--- src/rtl/snake_pkg.sv ---
// Shared definitions for the snake movement engine: direction codes, FSM states, grid defaults.
// Latency: not applicable (types and constants only).
// Backpressure: not applicable.
package snake_pkg;

  localparam int DEF_GRID_W   = 32;
  localparam int DEF_GRID_H   = 24;
  localparam int DEF_MAX_LEN  = 16;
  localparam int DEF_INIT_LEN = 3;
  localparam int DEF_XW       = 5;
  localparam int DEF_YW       = 5;

  localparam logic [1:0] DIR_UP    = 2'b00;
  localparam logic [1:0] DIR_DOWN  = 2'b01;
  localparam logic [1:0] DIR_LEFT  = 2'b10;
  localparam logic [1:0] DIR_RIGHT = 2'b11;

  typedef enum logic [2:0] {
    ST_IDLE,
    ST_CALC,
    ST_CHECK,
    ST_COMMIT,
    ST_FIN
  } state_t;

  // Up/down and left/right differ only in bit 0, so the reverse flips that bit.
  function automatic logic [1:0] rev_dir(input logic [1:0] d);
    return d ^ 2'b01;
  endfunction

endpackage

--- src/rtl/snake_body_store.sv ---
// Snake body segment array: restart load, shift-and-insert on commit, scan read port, query compare.
// Latency: writes land on the next edge; scan read and query outputs are combinational.
// Backpressure: none; load has priority over push, caller guarantees push only on a committed move.
module snake_body_store
  import snake_pkg::*;
#(
  parameter int GRID_W  = DEF_GRID_W,
  parameter int GRID_H  = DEF_GRID_H,
  parameter int MAX_LEN = DEF_MAX_LEN,
  parameter int XW      = DEF_XW,
  parameter int YW      = DEF_YW,
  parameter int LW      = $clog2(MAX_LEN + 1),
  parameter int IW      = $clog2(MAX_LEN)
) (
  input  logic          i_clk,
  input  logic          i_rst_n,
  input  logic          i_load,
  input  logic          i_push,
  input  logic [XW-1:0] i_push_x,
  input  logic [YW-1:0] i_push_y,
  input  logic [LW-1:0] i_len,
  input  logic [IW-1:0] i_rd_idx,
  output logic [XW-1:0] o_rd_x,
  output logic [YW-1:0] o_rd_y,
  output logic [XW-1:0] o_head_x,
  output logic [YW-1:0] o_head_y,
  input  logic [XW-1:0] i_qx,
  input  logic [YW-1:0] i_qy,
  output logic          o_qhit,
  output logic          o_qhead
);

  logic [XW-1:0] r_seg_x [MAX_LEN];
  logic [YW-1:0] r_seg_y [MAX_LEN];

  // Segment array: horizontal restart line on reset/restart, shift-and-insert on a committed move.
  // Every slot is loaded so segments that become live through growth already hold valid cells.
  always_ff @(posedge i_clk or negedge i_rst_n) begin
    if (!i_rst_n) begin
      for (int i = 0; i < MAX_LEN; i++) begin
        r_seg_x[i] <= XW'(GRID_W / 2 - i);
        r_seg_y[i] <= YW'(GRID_H / 2);
      end
    end else if (i_load) begin
      for (int i = 0; i < MAX_LEN; i++) begin
        r_seg_x[i] <= XW'(GRID_W / 2 - i);
        r_seg_y[i] <= YW'(GRID_H / 2);
      end
    end else if (i_push) begin
      r_seg_x[0] <= i_push_x;
      r_seg_y[0] <= i_push_y;
      for (int i = 1; i < MAX_LEN; i++) begin
        r_seg_x[i] <= r_seg_x[i-1];
        r_seg_y[i] <= r_seg_y[i-1];
      end
    end
  end

  assign o_rd_x   = r_seg_x[i_rd_idx];
  assign o_rd_y   = r_seg_y[i_rd_idx];
  assign o_head_x = r_seg_x[0];
  assign o_head_y = r_seg_y[0];
  assign o_qhead  = (r_seg_x[0] == i_qx) && (r_seg_y[0] == i_qy);

  // Renderer query: hit if any live segment (index below current length) sits on the query cell.
  always_comb begin
    o_qhit = 1'b0;
    for (int i = 0; i < MAX_LEN; i++) begin
      if ((LW'(i) < i_len) && (r_seg_x[i] == i_qx) && (r_seg_y[i] == i_qy)) begin
        o_qhit = 1'b1;
      end
    end
  end

endmodule

--- src/rtl/snake_move_engine.sv ---
// Snake movement/collision engine: one move per EN pulse with wall/self checks, growth and scoring.
// Latency: EN to DONE is LEN+3 cycles (LEN before the move); 1 cycle when already dead.
// Backpressure: none; EN outside IDLE is dropped, RST restarts immediately and wins over EN.
module snake_move_engine
  import snake_pkg::*;
#(
  parameter int GRID_W   = DEF_GRID_W,
  parameter int GRID_H   = DEF_GRID_H,
  parameter int MAX_LEN  = DEF_MAX_LEN,
  parameter int INIT_LEN = DEF_INIT_LEN,
  parameter int XW       = DEF_XW,
  parameter int YW       = DEF_YW,
  localparam int LW      = $clog2(MAX_LEN + 1),
  localparam int IW      = $clog2(MAX_LEN)
) (
  input  logic          i_clk,
  input  logic          i_rst_n,
  input  logic          i_rst,
  input  logic          i_en,
  input  logic [1:0]    i_dir,
  input  logic [XW-1:0] i_food_x,
  input  logic [YW-1:0] i_food_y,
  input  logic          i_food_valid,
  input  logic [XW-1:0] i_qx,
  input  logic [YW-1:0] i_qy,
  output logic          o_qhit,
  output logic          o_qhead,
  output logic [XW-1:0] o_head_x,
  output logic [YW-1:0] o_head_y,
  output logic [LW-1:0] o_len,
  output logic [7:0]    o_score,
  output logic          o_dead,
  output logic          o_eat,
  output logic          o_done
);

  state_t        r_state;
  state_t        w_state_nxt;
  logic [1:0]    r_dir;
  logic [XW-1:0] r_nx;
  logic [YW-1:0] r_ny;
  logic          r_grow;
  logic          r_dead_pend;
  logic [LW-1:0] r_idx;
  logic [LW-1:0] r_len;
  logic [7:0]    r_score;
  logic          r_dead;
  logic          r_eat;
  logic          r_done;

  logic [XW-1:0] w_head_x;
  logic [YW-1:0] w_head_y;
  logic [XW-1:0] w_rd_x;
  logic [YW-1:0] w_rd_y;
  logic          w_push;
  logic [1:0]    w_dir;
  logic [XW-1:0] w_nx;
  logic [YW-1:0] w_ny;
  logic          w_wall;
  logic          w_grow;
  logic          w_scan_last;
  logic          w_seg_hit;

  snake_body_store #(
    .GRID_W  (GRID_W),
    .GRID_H  (GRID_H),
    .MAX_LEN (MAX_LEN),
    .XW      (XW),
    .YW      (YW),
    .LW      (LW),
    .IW      (IW)
  ) u_body (
    .i_clk    (i_clk),
    .i_rst_n  (i_rst_n),
    .i_load   (i_rst),
    .i_push   (w_push),
    .i_push_x (r_nx),
    .i_push_y (r_ny),
    .i_len    (r_len),
    .i_rd_idx (IW'(r_idx)),
    .o_rd_x   (w_rd_x),
    .o_rd_y   (w_rd_y),
    .o_head_x (w_head_x),
    .o_head_y (w_head_y),
    .i_qx     (i_qx),
    .i_qy     (i_qy),
    .o_qhit   (o_qhit),
    .o_qhead  (o_qhead)
  );

  // Direction resolve, candidate head, wall test and food match used by the CALC cycle.
  always_comb begin
    w_dir  = (i_dir == rev_dir(r_dir)) ? r_dir : i_dir;
    w_nx   = w_head_x;
    w_ny   = w_head_y;
    w_wall = 1'b0;
    case (w_dir)
      DIR_UP: begin
        w_wall = (w_head_y == '0);
        w_ny   = w_head_y - 1'b1;
      end
      DIR_DOWN: begin
        w_wall = (w_head_y == YW'(GRID_H - 1));
        w_ny   = w_head_y + 1'b1;
      end
      DIR_LEFT: begin
        w_wall = (w_head_x == '0);
        w_nx   = w_head_x - 1'b1;
      end
      default: begin
        w_wall = (w_head_x == XW'(GRID_W - 1));
        w_nx   = w_head_x + 1'b1;
      end
    endcase
    // A wall move is fatal, so never let its wrapped coordinate count as food.
    w_grow = i_food_valid && !w_wall && (w_nx == i_food_x) && (w_ny == i_food_y);
  end

  // Self-collision compare for the segment currently addressed by the scan; the tail is
  // excluded on non-growing moves because it leaves its cell in the same commit.
  assign w_scan_last = (r_idx == (r_len - 1'b1));
  assign w_seg_hit   = (w_rd_x == r_nx) && (w_rd_y == r_ny) && !(w_scan_last && !r_grow);

  // FSM state register.
  always_ff @(posedge i_clk or negedge i_rst_n) begin
    if (!i_rst_n) begin
      r_state <= ST_IDLE;
    end else begin
      r_state <= w_state_nxt;
    end
  end

  // FSM next state and body push strobe; restart forces IDLE and suppresses the push.
  always_comb begin
    w_state_nxt = r_state;
    w_push      = 1'b0;
    case (r_state)
      ST_IDLE: begin
        if (i_en) begin
          w_state_nxt = r_dead ? ST_FIN : ST_CALC;
        end
      end
      ST_CALC: begin
        w_state_nxt = ST_CHECK;
      end
      ST_CHECK: begin
        if (w_scan_last) begin
          w_state_nxt = ST_COMMIT;
        end
      end
      ST_COMMIT: begin
        w_state_nxt = ST_FIN;
        w_push      = !r_dead_pend;
      end
      ST_FIN: begin
        w_state_nxt = ST_IDLE;
      end
      default: begin
        w_state_nxt = ST_IDLE;
      end
    endcase
    if (i_rst) begin
      w_state_nxt = ST_IDLE;
      w_push      = 1'b0;
    end
  end

  // Step datapath: latch the move in CALC, scan in CHECK, apply results in COMMIT, pulse DONE in FIN.
  always_ff @(posedge i_clk or negedge i_rst_n) begin
    if (!i_rst_n) begin
      r_dir       <= DIR_RIGHT;
      r_nx        <= '0;
      r_ny        <= '0;
      r_grow      <= 1'b0;
      r_dead_pend <= 1'b0;
      r_idx       <= '0;
      r_len       <= LW'(INIT_LEN);
      r_score     <= '0;
      r_dead      <= 1'b0;
      r_eat       <= 1'b0;
      r_done      <= 1'b0;
    end else if (i_rst) begin
      r_dir       <= DIR_RIGHT;
      r_nx        <= '0;
      r_ny        <= '0;
      r_grow      <= 1'b0;
      r_dead_pend <= 1'b0;
      r_idx       <= '0;
      r_len       <= LW'(INIT_LEN);
      r_score     <= '0;
      r_dead      <= 1'b0;
      r_eat       <= 1'b0;
      r_done      <= 1'b0;
    end else begin
      r_eat  <= 1'b0;
      r_done <= 1'b0;
      case (r_state)
        ST_CALC: begin
          r_dir       <= w_dir;
          r_nx        <= w_nx;
          r_ny        <= w_ny;
          r_grow      <= w_grow;
          r_dead_pend <= w_wall;
          r_idx       <= '0;
        end
        ST_CHECK: begin
          if (w_seg_hit) begin
            r_dead_pend <= 1'b1;
          end
          r_idx <= r_idx + 1'b1;
        end
        ST_COMMIT: begin
          if (r_dead_pend) begin
            r_dead <= 1'b1;
          end else if (r_grow) begin
            r_eat <= 1'b1;
            if (r_len != LW'(MAX_LEN)) begin
              r_len <= r_len + 1'b1;
            end
            if (r_score != 8'hFF) begin
              r_score <= r_score + 1'b1;
            end
          end
        end
        ST_FIN: begin
          r_done <= 1'b1;
        end
        default: begin
        end
      endcase
    end
  end

  assign o_head_x = w_head_x;
  assign o_head_y = w_head_y;
  assign o_len    = r_len;
  assign o_score  = r_score;
  assign o_dead   = r_dead;
  assign o_eat    = r_eat;
  assign o_done   = r_done;

endmodule
--- config.mk ---
export PLATFORM = sky130hd
export DESIGN_NAME = snake_move_engine
export DESIGN_NICKNAME = d
export VERILOG_FILES = /design/src/rtl/snake_pkg.sv /design/src/rtl/snake_body_store.sv /design/src/rtl/snake_move_engine.sv
export SDC_FILE = /design/constraint.sdc
export NUM_CORES = 1
export LEC_CHECK = 0
export ABC_CLOCK_PERIOD_IN_PS = 3500
export BUFFER_PORTS_ARGS = -buffer_cell sky130_fd_sc_hd__buf_2
export CAP_MARGIN = 20
export CORE_MARGIN = 2
export CORE_UTILIZATION = 63
export DETAILED_ROUTE_END_ITERATION = 6
export PLACE_DENSITY = 0.81
export SYNTH_ARGS = -nofsm -noshare
export SYNTH_HDL_FRONTEND = slang
export SYNTH_SLANG_ARGS = --single-unit
--- constraint.sdc ---
create_clock -name i_clk -period 3.5 [get_ports i_clk]
set_input_delay 0.35 -clock i_clk [delete_from_list [all_inputs] [get_ports i_clk]]
set_output_delay 0.35 -clock i_clk [all_outputs]
set_load 0.02 [all_outputs]
==> report_table.html, run 1 <==
<table>
<tr><th>Metric</th><th>Value</th></tr>
<tr><th colspan="2">Clocking</th></tr>
<tr><td>H-tree depth</td><td>4</td></tr>
<tr><td>Sink count of the clock tree</td><td>198</td></tr>
<tr><td>Skew-Pair Late Insertion Delay</td><td>0.45 ns</td></tr>
<tr><td>Number of setup buffers added after CTS</td><td>0</td></tr>
<tr><td>Cell chosen for the clock root</td><td>sky130_fd_sc_hd__clkbuf_16</td></tr>
<tr><td>CTS Buffer Depth</td><td>2</td></tr>
<tr><td>Number of resized instances in the post-cts repair step</td><td>0</td></tr>
<tr><td>Clock slew at the register clock pins of the worst setup and hold paths</td><td>0.08 ns</td></tr>
<tr><td>CTS tree</td><td>yes</td></tr>
<tr><td>Number of clock buffers inserted by TritonCTS</td><td>17</td></tr>
<tr><td>Hold bufs inserted after CTS</td><td>0</td></tr>
<tr><th colspan="2">Floorplan</th></tr>
<tr><td>Number of ports placed on the die boundary</td><td>55</td></tr>
<tr><td>Row count</td><td>51</td></tr>
<tr><td>Starting Density</td><td>64.3%</td></tr>
<tr><td>Area of the die</td><td>21000 sq um</td></tr>
<tr><td>Die W</td><td>145 microns</td></tr>
<tr><td>Core ar.</td><td>19500 sq um</td></tr>
<tr><td>Die Height</td><td>145 microns</td></tr>
<tr><th colspan="2">Layout</th></tr>
<tr><td>Area Overhead vs Synth</td><td>7.74%</td></tr>
<tr><td>FILL cells</td><td>1469</td></tr>
<tr><td>Layout cells sized above 1</td><td>16.5%</td></tr>
<tr><td>Final core area utilization</td><td>69.3%</td></tr>
<tr><td>Number of nets in the layout</td><td>1396</td></tr>
<tr><td>Sequential Area</td><td>5040 sq um</td></tr>
<tr><td>Multi-input gate area</td><td>6910 sq um</td></tr>
<tr><td>Count of antenna diodes in the layout</td><td>0</td></tr>
<tr><th colspan="2">Power</th></tr>
<tr><td>Worst vdd ir</td><td>0.375 mV</td></tr>
<tr><td>Sw Pwr</td><td>0.00142 W</td></tr>
<tr><td>Power density of the placed cells</td><td>378 nW/um^2</td></tr>
<tr><td>Portion of total power attributed to combinational logic</td><td>12.4%</td></tr>
<tr><td>Sequential Power Share</td><td>47.8%</td></tr>
<tr><td>Post-route total power</td><td>0.00510 W</td></tr>
<tr><td>Share of total power consumed by net switching</td><td>27.8%</td></tr>
<tr><td>Part of the total power dissipated in the clock network</td><td>39.8%</td></tr>
<tr><td>Leakage</td><td>5.54 nW</td></tr>
<tr><td>Pint</td><td>0.00368 W</td></tr>
<tr><th colspan="2">Outcome</th></tr>
<tr><td>Status</td><td>finished with violations</td></tr>
<tr><td>Violated checks</td><td>hold timing</td></tr>
<tr><th colspan="2">Synth</th></tr>
<tr><td>Count of different cell masters after synthesis</td><td>59</td></tr>
<tr><td>Most area-hungry cell type in the Yosys netlist</td><td>sky130_fd_sc_hd__dfrtp_1</td></tr>
<tr><td>Proportion of synthesized chip area in sequential cells</td><td>40.3%</td></tr>
<tr><td>Per-instance average area after synthesis</td><td>9.13 sq um</td></tr>
<tr><td>Dominant cell by count in the synthesized netlist</td><td>sky130_fd_sc_hd__nand2_1</td></tr>
<tr><td>Post-synthesis sequential element count</td><td>198</td></tr>
<tr><td>Primary FF master, synth</td><td>sky130_fd_sc_hd__dfrtp_1</td></tr>
<tr><td>Post-synth EDFFs</td><td>0</td></tr>
<tr><td>Share of flip-flops with an asynchronous set or reset</td><td>100%</td></tr>
<tr><td>Number of nets in the synthesized netlist</td><td>1412</td></tr>
<tr><td>Synthesized cell area</td><td>12500 sq um</td></tr>
<tr><td>Cell types with the largest area share after synthesis</td><td>sky130_fd_sc_hd__dfrtp_1, sky130_fd_sc_hd__dfstp_2, sky130_fd_sc_hd__nand2_1</td></tr>
<tr><td>Most frequent cells after synthesis</td><td>sky130_fd_sc_hd__nand2_1, sky130_fd_sc_hd__dfrtp_1, sky130_fd_sc_hd__xor2_1</td></tr>
<tr><td>Number of warnings issued by yosys</td><td>0</td></tr>
<tr><td>Top-area cell type share of the netlist area</td><td>25.8%</td></tr>
<tr><td>Instance count of the mapped netlist</td><td>1371</td></tr>
<tr><th colspan="2">Place</th></tr>
<tr><td>Port-buffer cells</td><td>54</td></tr>
<tr><td>Routability-driven placement congestion ratio</td><td>0.982</td></tr>
<tr><td>Final HPWL DP</td><td>23400 microns</td></tr>
<tr><th colspan="2">Route</th></tr>
<tr><td>Post-detailed-route via-to-cell ratio</td><td>6.36</td></tr>
<tr><td>Total wire length after detailed routing</td><td>34500 microns</td></tr>
<tr><td>Final ANT Viol Nets</td><td>0</td></tr>
<tr><td>Initial DRT Pass Iterations</td><td>5</td></tr>
<tr><td>Residual DRC count</td><td>0</td></tr>
<tr><td>Routed vias</td><td>10400</td></tr>
<tr><td>Final routed wire length divided by cell count</td><td>21.1 microns</td></tr>
<tr><td>Iter 0 DRT Violations</td><td>1259</td></tr>
<tr><th colspan="2">Min path</th></tr>
<tr><td>Worst min path class</td><td>primary input to async pin</td></tr>
<tr><th colspan="2">Setup path</th></tr>
<tr><td>Critical Path Sink Type</td><td>output pin</td></tr>
<tr><td>Cell repeated most along the worst path</td><td>sky130_fd_sc_hd__nor3_1</td></tr>
<tr><td>Arrival time of data at the critical path endpoint</td><td>2.83 ns</td></tr>
<tr><td>Critical register-to-register path startpoint</td><td>r_dir[1]</td></tr>
<tr><td>Crit start category</td><td>flip-flop</td></tr>
<tr><td>Crit path from</td><td>o_len[4]</td></tr>
<tr><td>Type of the worst setup path</td><td>flip-flop to output pin</td></tr>
<tr><td>Capture point of the worst reg-to-reg path</td><td>r_grow</td></tr>
<tr><td>Master of the slowest instance on the critical path</td><td>sky130_fd_sc_hd__nor3_1</td></tr>
<tr><td>Termination of the worst setup path</td><td>o_qhit</td></tr>
<tr><td>CP max FO</td><td>10</td></tr>
<tr><td>Critical path required time</td><td>3.15 ns</td></tr>
<tr><td>Sequence of cells on the critical path</td><td>nor3_1 &gt; a2111oi_0 &gt; o32a_1 &gt; nor3_1 &gt; nand4_1 &gt; buf_2</td></tr>
<tr><td>R2R depth</td><td>10</td></tr>
<tr><td>Largest stage delay, worst path</td><td>0.69 ns</td></tr>
<tr><td>Reg2Reg Setup Slack</td><td>0.37 ns</td></tr>
<tr><th colspan="2">Timing</th></tr>
<tr><td>Number of pins exceeding their max-slew limit in the final report</td><td>0</td></tr>
<tr><td>Post-layout min period</td><td>3.18 ns</td></tr>
<tr><td>Hold_ws</td><td>-0.00564 ns</td></tr>
<tr><td>Highest achievable clock rate</td><td>314 MHz</td></tr>
<tr><td>Actual transition at the worst max-transition pin</td><td>0.945 ns</td></tr>
<tr><td>Post-route clock period utilization</td><td>90.9%</td></tr>
<tr><td>Skew final</td><td>0.00977 ns</td></tr>
<tr><td>Total negative slack for setup checks</td><td>0 ns</td></tr>
<tr><td>Max-Slew Margin vs Limit</td><td>37.0%</td></tr>
<tr><td>Final setup violation count</td><td>0</td></tr>
<tr><td>RSZ-0062 raised after global routing</td><td>false</td></tr>
<tr><td>Number of endpoints with negative hold slack in the final report</td><td>1</td></tr>
<tr><th colspan="2">Global route</th></tr>
<tr><td>Number of global-route vias before repair</td><td>9874</td></tr>
<tr><td>GRT Util Overall</td><td>33.2%</td></tr>
<tr><td>Antenna violations before repair</td><td>1</td></tr>
<tr><td>Global-route wire length before repair</td><td>54800 microns</td></tr>
<tr><td>Largest net degree at the start of global routing</td><td>161</td></tr>
<tr><td>GRT Residual Overflow</td><td>0</td></tr>
<tr><th colspan="2">Flow run</th></tr>
<tr><td>Max-cap violations</td><td>0</td></tr>
</table>
## layout make-up
type / instances / area share, %
multi-input cells: 1043 / 51.2
inverters: 9 / 0.250
clock inverters: 15 / 1.27
clock buffers: 17 / 3.15
flip-flops and latches: 198 / 37.4
well taps: 265 / 2.46
repair buffers: 86 / 4.27
## state kept, by name, summed over array words and instances, names as in the netlist
signal / count
o_dead: 1
u_body.r_seg_x: 75
r_state: 3
o_len: 5
o_done: 1
u_body.o_head_y: 5
r_ny: 5
r_dead_pend: 1
o_eat: 1
r_idx: 5
o_score: 8
r_dir: 2
r_grow: 1
r_nx: 5
u_body.r_seg_y: 75
u_body.o_head_x: 5
## stage by stage
stage	hold WS (ns)	cells	cell area, sq um	worst slack (ns)
floorplan	0.0544	1371	12500	0.574
global placement	0.485	1600	12900	0.538
detailed placement	0.489	1600	12900	0.385
CTS	0.0606	1632	13500	0.363
global route	0.0840	1633	13500	0.0632
finish	-0.00564	1633	13500	0.319
## worst max-delay path, delay by kind of cell (launching register included)
| kind | cells | cell delay (ns) |
|---|---|---|
| AO/OA/AOI/OAI | 2 | 0.55 |
| buffers and inverters | 1 | 0.22 |
| flip-flops | 1 | 0.54 |
| AND/OR/NAND/NOR | 3 | 1.07 |
## cells by family after synthesis
kind of cell               Yosys count  synth area share, %
AOI/OAI and AO/OA                  183                 8.61
xor gates and xnor gates           210                 15.0
adders and majority gates           14                 1.52
buffers and inverters              130                 4.72
DFF                                198                 40.3
muxes                               71                 9.04
and+or+nand+nor                    565                 20.8
## cells in the final DEF, fill, tap and decap left out, types with 3 or more instances in the layout
cell                         netlist  final
sky130_fd_sc_hd__nand2_1         354    354
sky130_fd_sc_hd__a31oi_1           5      5
sky130_fd_sc_hd__a22oi_1           6      6
sky130_fd_sc_hd__mux2i_1          37     37
sky130_fd_sc_hd__ha_1             12     12
sky130_fd_sc_hd__dfrtp_1         129    128
sky130_fd_sc_hd__dfstp_2          69     69
sky130_fd_sc_hd__nand4_1          25     25
sky130_fd_sc_hd__clkinvlp_4        0      3
sky130_fd_sc_hd__clkinv_4          0      4
sky130_fd_sc_hd__inv_6             0      3
sky130_fd_sc_hd__mux4_2           31     31
sky130_fd_sc_hd__nor4_1           25     25
sky130_fd_sc_hd__o21ai_0          19     19
sky130_fd_sc_hd__inv_1             9      9
sky130_fd_sc_hd__nand3b_1         65     65
sky130_fd_sc_hd__nor2_1           40     40
sky130_fd_sc_hd__buf_2             9     52
sky130_fd_sc_hd__a2111oi_0         3      3
sky130_fd_sc_hd__xor2_1          117    117
sky130_fd_sc_hd__buf_12            1      4
sky130_fd_sc_hd__nand3_1          15     15
sky130_fd_sc_hd__a221oi_1          3      3
sky130_fd_sc_hd__buf_4            11     28
sky130_fd_sc_hd__nor3_1           17     17
sky130_fd_sc_hd__and2_1            3      3
sky130_fd_sc_hd__clkbuf_16         0     17
sky130_fd_sc_hd__a41oi_1           3      3
sky130_fd_sc_hd__nor2b_1           7      7
sky130_fd_sc_hd__a21o_1            3      3
sky130_fd_sc_hd__xnor2_1          90     90
sky130_fd_sc_hd__a21oi_1         116    116
sky130_fd_sc_hd__a211oi_1          8      8
## routing by layer
metal  part of all wire (%)  vias up  global-route usage [%]
met5                  0.032        -                       0
met4                    3.6        2                    13.5
met1                     40     5129                    46.2
li1                       -     4604                       -
met3                    9.8      104                    8.05
met2                     46      547                    50.2
## worst min-delay path by stage
stage / start / to / slack, ns / cells after the start
floorplan: i_rst_n / o_dead / 0.05 / 0
global placement: r_dir[1] / r_dir[1] / 0.49 / 2
detailed placement: r_dir[1] / r_dir[1] / 0.49 / 2
CTS: i_rst_n / r_ny[4] / 0.06 / 1
global route: i_rst_n / r_ny[4] / 0.08 / 1
finish: i_rst_n / r_ny[4] / -0.006 / 1
## power by group through the flow
stage | logic [W] | clock network (W) | registers (W)
after floorplan | 0.000467 | 0 | 0.00243
after global placement | 0.000606 | 0 | 0.00247
after detailed placement | 0.000617 | 0 | 0.00247
after CTS | 0.000622 | 0.00204 | 0.00243
after global routing | 0.000686 | 0.00212 | 0.00244
final | 0.000630 | 0.00203 | 0.00244
Power figures use the tool's default switching activity.
==> inputs of run 2 (changes only) <==
--- a/config.mk
+++ b/config.mk
@@ -5,6 +5,7 @@
 export SDC_FILE = /design/constraint.sdc
 export NUM_CORES = 1
 export LEC_CHECK = 0
+export ABC_AREA = 1
 export ABC_CLOCK_PERIOD_IN_PS = 3500
 export BUFFER_PORTS_ARGS = -buffer_cell sky130_fd_sc_hd__buf_2
 export CAP_MARGIN = 20
==> run 2 against run 1 <==
The run now ends clean. Global-route usage rose by 4.2 points. Final cell count rose by 16%. Critical path depth rose by 2. Die area did not move. First-iteration DRC count rose by 48%. Worst hold slack improved by 0.23 ns. Power rose by 32%. Final area fell by 0.80%. Register-to-register slack improved by 0.26 ns. Setup slack improved by 0.15 ns. Sequential share of layout area rose by 0.33 points. Core utilization fell by 0.55 points. Critical path type unchanged.
==> report_table.html, run 2 <==
<table>
<tr><th>Metric</th><th>Value</th></tr>
<tr><th colspan="2">Synth</th></tr>
<tr><td>Area fraction in compound gates after synthesis</td><td>14.9%</td></tr>
<tr><td>Top-area cell type share of the netlist area</td><td>25.8%</td></tr>
<tr><td>Number of warnings issued by yosys</td><td>0</td></tr>
<tr><td>Synthesized-area fraction occupied by adder cells</td><td>1.52%</td></tr>
<tr><td>Synthesized cell area</td><td>12500 sq um</td></tr>
<tr><td>Share of flip-flops with an asynchronous set or reset</td><td>100%</td></tr>
<tr><td>XOR/XNOR Fraction of Synth Area</td><td>8.19%</td></tr>
<tr><td>Multiplexer share of the synthesized area</td><td>0%</td></tr>
<tr><td>Proportion of synthesized chip area in sequential cells</td><td>40.3%</td></tr>
<tr><td>Post-synth EDFFs</td><td>0</td></tr>
<tr><td>Per-instance average area after synthesis</td><td>7.65 sq um</td></tr>
<tr><td>Combinational family with the most area after synthesis</td><td>simple AND/OR/NAND/NOR gates</td></tr>
<tr><td>Cell types with the largest area share after synthesis</td><td>sky130_fd_sc_hd__dfrtp_1, sky130_fd_sc_hd__dfstp_2, sky130_fd_sc_hd__nand2_1</td></tr>
<tr><td>Basic-gate share of the synthesized area counting and, or, nand and nor cells</td><td>23.4%</td></tr>
<tr><td>Primary FF master, synth</td><td>sky130_fd_sc_hd__dfrtp_1</td></tr>
<tr><td>Most area-hungry cell type in the Yosys netlist</td><td>sky130_fd_sc_hd__dfrtp_1</td></tr>
<tr><td>Dominant cell by count in the synthesized netlist</td><td>sky130_fd_sc_hd__nand2_1</td></tr>
<tr><td>Instance count of the mapped netlist</td><td>1636</td></tr>
<tr><td>Post-synthesis sequential element count</td><td>198</td></tr>
<tr><td>Most frequent cells after synthesis</td><td>sky130_fd_sc_hd__nand2_1, sky130_fd_sc_hd__inv_1, sky130_fd_sc_hd__nand3_1</td></tr>
<tr><td>Number of nets in the synthesized netlist</td><td>1677</td></tr>
<tr><td>Count of different cell masters after synthesis</td><td>47</td></tr>
<tr><th colspan="2">Floorplan</th></tr>
<tr><td>Number of ports placed on the die boundary</td><td>55</td></tr>
<tr><td>Area of the die</td><td>21000 sq um</td></tr>
<tr><td>Die W</td><td>145 microns</td></tr>
<tr><td>Core ar.</td><td>19500 sq um</td></tr>
<tr><td>Die Height</td><td>145 microns</td></tr>
<tr><td>Row count</td><td>51</td></tr>
<tr><td>Starting Density</td><td>64.3%</td></tr>
<tr><th colspan="2">Setup path</th></tr>
<tr><td>Critical Path Sink Type</td><td>output pin</td></tr>
<tr><td>CP max FO</td><td>7</td></tr>
<tr><td>Sequence of cells on the critical path</td><td>inv_1 &gt; ha_1 &gt; a311oi_1 &gt; nand3_1 &gt; a22oi_1 &gt; nor2_1 &gt; nand3_1 &gt; buf_2</td></tr>
<tr><td>Cell repeated most along the worst path</td><td>sky130_fd_sc_hd__nand3_1</td></tr>
<tr><td>Master of the slowest instance on the critical path</td><td>sky130_fd_sc_hd__dfstp_2</td></tr>
<tr><td>Crit start category</td><td>flip-flop</td></tr>
<tr><td>Arrival time of data at the critical path endpoint</td><td>2.68 ns</td></tr>
<tr><td>Largest stage delay, worst path</td><td>0.61 ns</td></tr>
<tr><td>Type of the worst setup path</td><td>flip-flop to output pin</td></tr>
<tr><td>Reg2Reg Setup Slack</td><td>0.63 ns</td></tr>
<tr><td>Bufs and invs on worst path</td><td>2</td></tr>
<tr><td>Critical path required time</td><td>3.15 ns</td></tr>
<tr><td>Family with the most delay on the worst path</td><td>compound AO/OA/AOI/OAI gates</td></tr>
<tr><th colspan="2">Timing</th></tr>
<tr><td>Final setup violation count</td><td>0</td></tr>
<tr><td>Total negative slack for setup checks</td><td>0 ns</td></tr>
<tr><td>RSZ-0062 raised after global routing</td><td>false</td></tr>
<tr><td>Worst Setup Slack, final</td><td>0.468 ns</td></tr>
<tr><td>Post-layout min period</td><td>3.03 ns</td></tr>
<tr><td>Number of endpoints with negative hold slack in the final report</td><td>0</td></tr>
<tr><td>Skew final</td><td>0.0171 ns</td></tr>
<tr><td>Highest achievable clock rate</td><td>330 MHz</td></tr>
<tr><td>Actual transition at the worst max-transition pin</td><td>0.803 ns</td></tr>
<tr><td>Post-route clock period utilization</td><td>86.6%</td></tr>
<tr><td>Max-Slew Margin vs Limit</td><td>46.5%</td></tr>
<tr><td>Number of pins exceeding their max-slew limit in the final report</td><td>0</td></tr>
<tr><th colspan="2">Layout</th></tr>
<tr><td>Most used cells in the layout excluding fill and tap cells</td><td>sky130_fd_sc_hd__nand2_1, sky130_fd_sc_hd__inv_1, sky130_fd_sc_hd__nand3_1</td></tr>
<tr><td>Layout cells sized above 1</td><td>11.8%</td></tr>
<tr><td>Post-route cell area</td><td>13400 sq um</td></tr>
<tr><td>Number of nets in the layout</td><td>1660</td></tr>
<tr><td>Final core area utilization</td><td>68.7%</td></tr>
<tr><td>Commonest non-fill, non-tap cell in the layout</td><td>sky130_fd_sc_hd__nand2_1</td></tr>
<tr><td>Area Overhead vs Synth</td><td>6.88%</td></tr>
<tr><td>Count of antenna diodes in the layout</td><td>0</td></tr>
<tr><th colspan="2">Place</th></tr>
<tr><td>Port-buffer cells</td><td>54</td></tr>
<tr><td>Routability-driven placement congestion ratio</td><td>0.966</td></tr>
<tr><td>Dpl ws</td><td>0.597 ns</td></tr>
<tr><td>Cell area after placement</td><td>12800 sq um</td></tr>
<tr><td>Final HPWL DP</td><td>26600 microns</td></tr>
<tr><th colspan="2">Route</th></tr>
<tr><td>Routed vias</td><td>12000</td></tr>
<tr><td>Residual DRC count</td><td>0</td></tr>
<tr><td>Final routed wire length divided by cell count</td><td>20.8 microns</td></tr>
<tr><td>Iter 0 DRT Violations</td><td>1863</td></tr>
<tr><td>Post-detailed-route via-to-cell ratio</td><td>6.35</td></tr>
<tr><td>Final ANT Viol Nets</td><td>0</td></tr>
<tr><td>Total wire length after detailed routing</td><td>39400 microns</td></tr>
<tr><td>Initial DRT Pass Iterations</td><td>6</td></tr>
<tr><th colspan="2">Global route</th></tr>
<tr><td>Antenna violations before repair</td><td>0</td></tr>
<tr><td>GRT Residual Overflow</td><td>0</td></tr>
<tr><td>GRT Util Overall</td><td>37.4%</td></tr>
<tr><td>Global-route wire length before repair</td><td>61900 microns</td></tr>
<tr><td>Largest net degree at the start of global routing</td><td>107</td></tr>
<tr><td>Number of global-route vias before repair</td><td>11100</td></tr>
<tr><th colspan="2">Power</th></tr>
<tr><td>Leakage</td><td>6.41 nW</td></tr>
<tr><td>Power density of the placed cells</td><td>501 nW/um^2</td></tr>
<tr><td>Worst vdd ir</td><td>0.338 mV</td></tr>
<tr><th colspan="2">Clocking</th></tr>
<tr><td>CTS tree</td><td>yes</td></tr>
<tr><td>Sink count of the clock tree</td><td>198</td></tr>
<tr><td>Clock slew at the register clock pins of the worst setup and hold paths</td><td>0.08 ns</td></tr>
<tr><td>Number of resized instances in the post-cts repair step</td><td>0</td></tr>
<tr><td>Cell chosen for the clock root</td><td>sky130_fd_sc_hd__clkbuf_16</td></tr>
<tr><td>H-tree depth</td><td>4</td></tr>
<tr><td>Skew-Pair Late Insertion Delay</td><td>0.46 ns</td></tr>
<tr><td>Number of clock buffers inserted by TritonCTS</td><td>17</td></tr>
<tr><td>CTS Buffer Depth</td><td>2</td></tr>
<tr><th colspan="2">Flow run</th></tr>
<tr><td>Max-cap violations</td><td>0</td></tr>
<tr><th colspan="2">Min path</th></tr>
<tr><td>Worst min path class</td><td>primary input to flip-flop</td></tr>
<tr><th colspan="2">Outcome</th></tr>
<tr><td>Status</td><td>complete, no violations</td></tr>
</table>
-- run 2: cell types whose count changed in the layout (fill, tap and decap cells not counted), sizes merged, moves of 27 or more --
cell	previous run	this run
a21oi	116	35
a22oi	6	66
inv	14	241
mux2i	37	0
mux4	33	0
nand3	15	190
nand3b	65	1
nor2	40	67
o21ai	19	78
o22ai	0	73
xnor2	90	22
-- run 2: logic make-up (layout without fill, tap and decap cells) --
| kind of cell | count (synthesis) | in the layout |
|---|---|---|
| buffers and inverters | 349 | 345 |
| DFF | 198 | 198 |
| adders and majority gates | 14 | 14 |
| AOI/OAI and AO/OA | 293 | 293 |
| and+or+nand+nor | 665 | 665 |
| xor gates and xnor gates | 117 | 117 |
-- run 2: worst register-to-register path: stages (launching register included) --
cell and delay, ns:
sky130_fd_sc_hd__dfstp_2 0.56, sky130_fd_sc_hd__xor2_1 0.15, sky130_fd_sc_hd__nand2_1 0.08, sky130_fd_sc_hd__nand2_2 0.16, sky130_fd_sc_hd__inv_1 0.08, sky130_fd_sc_hd__nor2_1 0.16, sky130_fd_sc_hd__fa_1 0.43, sky130_fd_sc_hd__o21ai_0 0.28
sky130_fd_sc_hd__xor2_1 0.12, sky130_fd_sc_hd__nor4_1 0.28, sky130_fd_sc_hd__nand2_1 0.09, sky130_fd_sc_hd__nor2_1 0.09, sky130_fd_sc_hd__nand2_1 0.05, sky130_fd_sc_hd__nor2_1 0.15, sky130_fd_sc_hd__nand2_1 0.07, sky130_fd_sc_hd__nand2_1 0.06
-- run 2: repair_timing --
item                                   4_1_cts  5_1_grt
endpoints found under the hold margin       70        0
setup buffers                                0        0
hold buffers                                 1        0
-- run 2: metrics by stage --
step | cells | hold slack, ns | power, W
6_report | 1897 | 0.227 | 0.00670
3_3_place_gp | 1864 | 0.419 | 0.00457
2_1_floorplan | 1636 | 0.0544 | 0.00409
5_1_grt | 1897 | 0.253 | 0.00699
4_1_cts | 1897 | 0.229 | 0.00663
3_5_place_dp | 1864 | 0.412 | 0.00460
-- run 2: path summary, 6_finish.rpt --
check / end / startpoint / cells after the start
worst max-delay path: o_qhit / o_len[1] / 8
worst min-delay path: r_state[0] / i_en / 3
worst max register to register: r_grow / r_dir[1] / 15
worst min register to register: o_score[4] / o_score[4] / 1
max in group asynchronous: u_body.o_head_y[3] / i_rst_n / 3
min in group asynchronous: u_body.r_seg_y[11] / i_rst_n / 2
-- run 2: final cells by class --
type | count | area (sq um)
Clock buffer | 19 | 433
Multi-Input combinational cell | 1089 | 6020
Inverter | 238 | 893
Sequential cell | 198 | 5050
Fill cell | 1582 | 6080
Timing Repair Buffer | 75 | 489
Clock inverter | 13 | 168
Tap cell | 265 | 332
-- run 2: per-layer routing --
layer,vias to the layer above,share of wire (%),global-route usage [%]
li1,5381,-,-
met1,5697,41,55.3
met2,855,43,54.3
met3,107,12,7.48
met4,0,3.6,14.1
met5,-,0,0
-- run 2: power by group --
group | total [W] | leakage [nW] | internal (W) | switching, W
logic | 0.00203 | 3.59 | 0.000596 | 0.00144
clock network | 0.00206 | 0.295 | 0.00108 | 0.000979
registers | 0.00261 | 2.52 | 0.00247 | 0.000136
total | 0.00670 | 6.41 | 0.00415 | 0.00255
==> inputs of run 3 (changes only) <==
--- a/config.mk
+++ b/config.mk
@@ -6,11 +6,12 @@
 export NUM_CORES = 1
 export LEC_CHECK = 0
 export ABC_AREA = 1
-export ABC_CLOCK_PERIOD_IN_PS = 3500
+export ABC_CLOCK_PERIOD_IN_PS = 3200
 export BUFFER_PORTS_ARGS = -buffer_cell sky130_fd_sc_hd__buf_2
 export CAP_MARGIN = 20
 export CORE_MARGIN = 2
 export CORE_UTILIZATION = 63
+export CTS_CLUSTER_DIAMETER = 150
 export DETAILED_ROUTE_END_ITERATION = 6
 export PLACE_DENSITY = 0.81
 export SYNTH_ARGS = -nofsm -noshare
==> constraint.sdc (replaced) <==
create_clock -name i_clk -period 3.2 [get_ports i_clk]
set_input_delay 0.32 -clock i_clk [delete_from_list [all_inputs] [get_ports i_clk]]
set_output_delay 0.32 -clock i_clk [all_outputs]
set_load 0.02 [all_outputs]
==> run 3 against run 2 <==
Global-route usage grew 0.18 points. Count of clock-buffer cells in the layout fell by 1. Sequential share of layout area shrank 0.085 points. Final cell count increased by 0.53%. Largest power group unchanged. Highest routed layer unchanged.
==> report_table.html, run 3 (synthesis results as in run 2) <==
<table>
<tr><th>Metric</th><th>Value</th></tr>
<tr><th colspan="2">Outcome</th></tr>
<tr><td>Status</td><td>complete, no violations</td></tr>
<tr><th colspan="2">Min path</th></tr>
<tr><td>Worst min path class</td><td>primary input to flip-flop</td></tr>
<tr><td>Hold path startpoint</td><td>i_en</td></tr>
<tr><th colspan="2">Setup path</th></tr>
<tr><td>Critical Path Sink Type</td><td>output pin</td></tr>
<tr><td>Critical register-to-register path startpoint</td><td>r_dir[1]</td></tr>
<tr><td>Master of the slowest instance on the critical path</td><td>sky130_fd_sc_hd__dfrtp_1</td></tr>
<tr><td>Type of the worst setup path</td><td>flip-flop to output pin</td></tr>
<tr><td>Arrival time of data at the critical path endpoint</td><td>2.57 ns</td></tr>
<tr><td>Critical path required time</td><td>2.88 ns</td></tr>
<tr><td>Crit path from</td><td>o_len[3]</td></tr>
<tr><td>Largest stage delay, worst path</td><td>0.47 ns</td></tr>
<tr><td>Sequence of cells on the critical path</td><td>nor2_1 &gt; nand2_1 &gt; a21oi_1 &gt; nor3_1 &gt; nand3_1 &gt; nand2_1 &gt; a21oi_1 &gt; nand3_1 &gt; buf_2</td></tr>
<tr><td>Bufs and invs on worst path</td><td>1</td></tr>
<tr><td>Crit start category</td><td>flip-flop</td></tr>
<tr><td>Family with the most delay on the worst path</td><td>simple AND/OR/NAND/NOR gates</td></tr>
<tr><td>CP max FO</td><td>9</td></tr>
<tr><th colspan="2">Timing</th></tr>
<tr><td>Highest achievable clock rate</td><td>346 MHz</td></tr>
<tr><td>Skew final</td><td>0.00686 ns</td></tr>
<tr><td>Max-Slew Margin vs Limit</td><td>44.4%</td></tr>
<tr><td>Total negative slack for setup checks</td><td>0 ns</td></tr>
<tr><td>Final setup violation count</td><td>0</td></tr>
<tr><td>RSZ-0062 raised after global routing</td><td>false</td></tr>
<tr><td>Post-layout min period</td><td>2.89 ns</td></tr>
<tr><td>Actual transition at the worst max-transition pin</td><td>0.834 ns</td></tr>
<tr><td>Number of endpoints with negative hold slack in the final report</td><td>0</td></tr>
<tr><td>Number of pins exceeding their max-slew limit in the final report</td><td>0</td></tr>
<tr><td>Post-route clock period utilization</td><td>90.4%</td></tr>
<tr><td>Worst Setup Slack, final</td><td>0.306 ns</td></tr>
<tr><th colspan="2">Layout</th></tr>
<tr><td>Commonest non-fill, non-tap cell in the layout</td><td>sky130_fd_sc_hd__nand2_1</td></tr>
<tr><td>Count of antenna diodes in the layout</td><td>0</td></tr>
<tr><td>FILL cells</td><td>1637</td></tr>
<tr><td>Area Overhead vs Synth</td><td>7.12%</td></tr>
<tr><td>Most used cells in the layout excluding fill and tap cells</td><td>sky130_fd_sc_hd__nand2_1, sky130_fd_sc_hd__inv_1, sky130_fd_sc_hd__nand3_1</td></tr>
<tr><td>Number of nets in the layout</td><td>1670</td></tr>
<tr><td>Layout cells sized above 1</td><td>12.4%</td></tr>
<tr><th colspan="2">Floorplan</th></tr>
<tr><td>Die W</td><td>145 microns</td></tr>
<tr><td>Core ar.</td><td>19500 sq um</td></tr>
<tr><td>Area of the die</td><td>21000 sq um</td></tr>
<tr><td>Starting Density</td><td>64.3%</td></tr>
<tr><td>Die Height</td><td>145 microns</td></tr>
<tr><td>Row count</td><td>51</td></tr>
<tr><td>Number of ports placed on the die boundary</td><td>55</td></tr>
<tr><th colspan="2">Power</th></tr>
<tr><td>Power density of the placed cells</td><td>535 nW/um^2</td></tr>
<tr><td>Leakage</td><td>6.44 nW</td></tr>
<tr><td>Worst vdd ir</td><td>0.454 mV</td></tr>
<tr><th colspan="2">Clocking</th></tr>
<tr><td>Skew-Pair Late Insertion Delay</td><td>0.45 ns</td></tr>
<tr><td>Number of resized instances in the post-cts repair step</td><td>0</td></tr>
<tr><td>CTS tree</td><td>yes</td></tr>
<tr><td>Hold bufs inserted after CTS</td><td>1</td></tr>
<tr><td>CTS Buffer Depth</td><td>2</td></tr>
<tr><td>Cell chosen for the clock root</td><td>sky130_fd_sc_hd__clkbuf_16</td></tr>
<tr><td>Clock slew at the register clock pins of the worst setup and hold paths</td><td>0.08 ns</td></tr>
<tr><td>Number of setup buffers added after CTS</td><td>0</td></tr>
<tr><td>H-tree depth</td><td>4</td></tr>
<tr><td>Number of clock buffers inserted by TritonCTS</td><td>17</td></tr>
<tr><td>Sink count of the clock tree</td><td>198</td></tr>
<tr><th colspan="2">Route</th></tr>
<tr><td>Total wire length after detailed routing</td><td>39400 microns</td></tr>
<tr><td>Final routed wire length divided by cell count</td><td>20.7 microns</td></tr>
<tr><td>Iter 0 DRT Violations</td><td>1914</td></tr>
<tr><td>Post-detailed-route via-to-cell ratio</td><td>6.33</td></tr>
<tr><td>Routed vias</td><td>12100</td></tr>
<tr><td>Final ANT Viol Nets</td><td>0</td></tr>
<tr><td>Initial DRT Pass Iterations</td><td>6</td></tr>
<tr><td>Residual DRC count</td><td>0</td></tr>
<tr><th colspan="2">Place</th></tr>
<tr><td>Dpl ws</td><td>0.441 ns</td></tr>
<tr><td>Routability-driven placement congestion ratio</td><td>1.01</td></tr>
<tr><td>Final HPWL DP</td><td>26900 microns</td></tr>
<tr><td>Port-buffer cells</td><td>54</td></tr>
<tr><th colspan="2">Global route</th></tr>
<tr><td>Number of global-route vias before repair</td><td>11200</td></tr>
<tr><td>Largest net degree at the start of global routing</td><td>107</td></tr>
<tr><td>Global-route wire length before repair</td><td>62100 microns</td></tr>
<tr><td>GRT Residual Overflow</td><td>0</td></tr>
<tr><td>Antenna violations before repair</td><td>0</td></tr>
<tr><td>GRT Util Overall</td><td>37.6%</td></tr>
<tr><th colspan="2">Flow run</th></tr>
<tr><td>Max-cap violations</td><td>0</td></tr>
</table>
run 3: changes by cell type in the layout (fill, tap and decap cells not counted), sizes merged:
cell,change
clkinvlp,+1
inv,+4
clkinv,-2
buf,+10
bufinv,-2
clkbuf,-1
run 3: worst reg2reg max path, cell delays in order, from the launching register on:
cell	delay, ns
sky130_fd_sc_hd__dfstp_2	0.56
sky130_fd_sc_hd__xor2_1	0.14
sky130_fd_sc_hd__nand2_1	0.08
sky130_fd_sc_hd__nand2_2	0.16
sky130_fd_sc_hd__inv_1	0.09
sky130_fd_sc_hd__nor2_1	0.15
sky130_fd_sc_hd__inv_1	0.13
sky130_fd_sc_hd__ha_1	0.35
sky130_fd_sc_hd__nand2_1	0.09
sky130_fd_sc_hd__a21oi_1	0.14
sky130_fd_sc_hd__nor2_1	0.06
sky130_fd_sc_hd__a21oi_1	0.13
sky130_fd_sc_hd__o21ai_0	0.11
sky130_fd_sc_hd__xor2_1	0.17
sky130_fd_sc_hd__inv_1	0.08
sky130_fd_sc_hd__nor2_1	0.04
sky130_fd_sc_hd__nor3_1	0.15
sky130_fd_sc_hd__nand2_1	0.08
sky130_fd_sc_hd__nand2_1	0.05
run 3: power by group:
part	switching (W)	internal [W]
Combinational	0.00157	0.000667
Clock	0.00107	0.00102
Sequential	0.000149	0.00270
run 3: stage by stage:
| step | cell area [sq um] | utilization (%) | total power [W] | std cells | hold WS (ns) |
|---|---|---|---|---|---|
| 3_5_place_dp | 12900 | 66.1 | 0.00504 | 1874 | 0.466 |
| 4_1_cts | 13400 | 68.9 | 0.00710 | 1907 | 0.212 |
| 6_report | 13400 | 68.9 | 0.00718 | 1907 | 0.204 |
| 3_3_place_gp | 12900 | 66.1 | 0.00502 | 1874 | 0.472 |
| 2_1_floorplan | 12500 | - | 0.00447 | 1636 | 0.0244 |
| 5_1_grt | 13400 | 68.9 | 0.00750 | 1907 | 0.263 |
run 3: per-layer routing:
metal,vias up,track usage (%),share of wire [%]
met5,-,0,0
met4,0,13.7,3.2
met3,106,9.43,13
met2,850,54.7,43
met1,5706,54.4,41
li1,5411,-,-
run 3: worst paths after layout:
check                                          end  slack [ns]  cells after the start
max in group asynchronous       u_body.r_seg_x[68]        1.83                      3
worst min register to register            r_dir[0]        0.51                      2
worst max register to register              r_grow        0.39                     18
worst min-delay path                    r_state[0]        0.20                      3
worst max-delay path                        o_qhit        0.31                      9
min in group asynchronous       u_body.r_seg_y[11]        0.53                      2
run 3: layout make-up:
| class | count | area, sq um | share of cell area [%] |
|---|---|---|---|
| timing repair buffer | 85 | 577 | 4.30 |
| sequential | 198 | 5050 | 37.6 |
| clock buffer | 18 | 429 | 3.20 |
| multi-input combinational | 1089 | 6020 | 44.9 |
| tap | 265 | 332 | 2.47 |
| clock inverter | 14 | 114 | 0.849 |
| inverter | 238 | 893 | 6.66 |
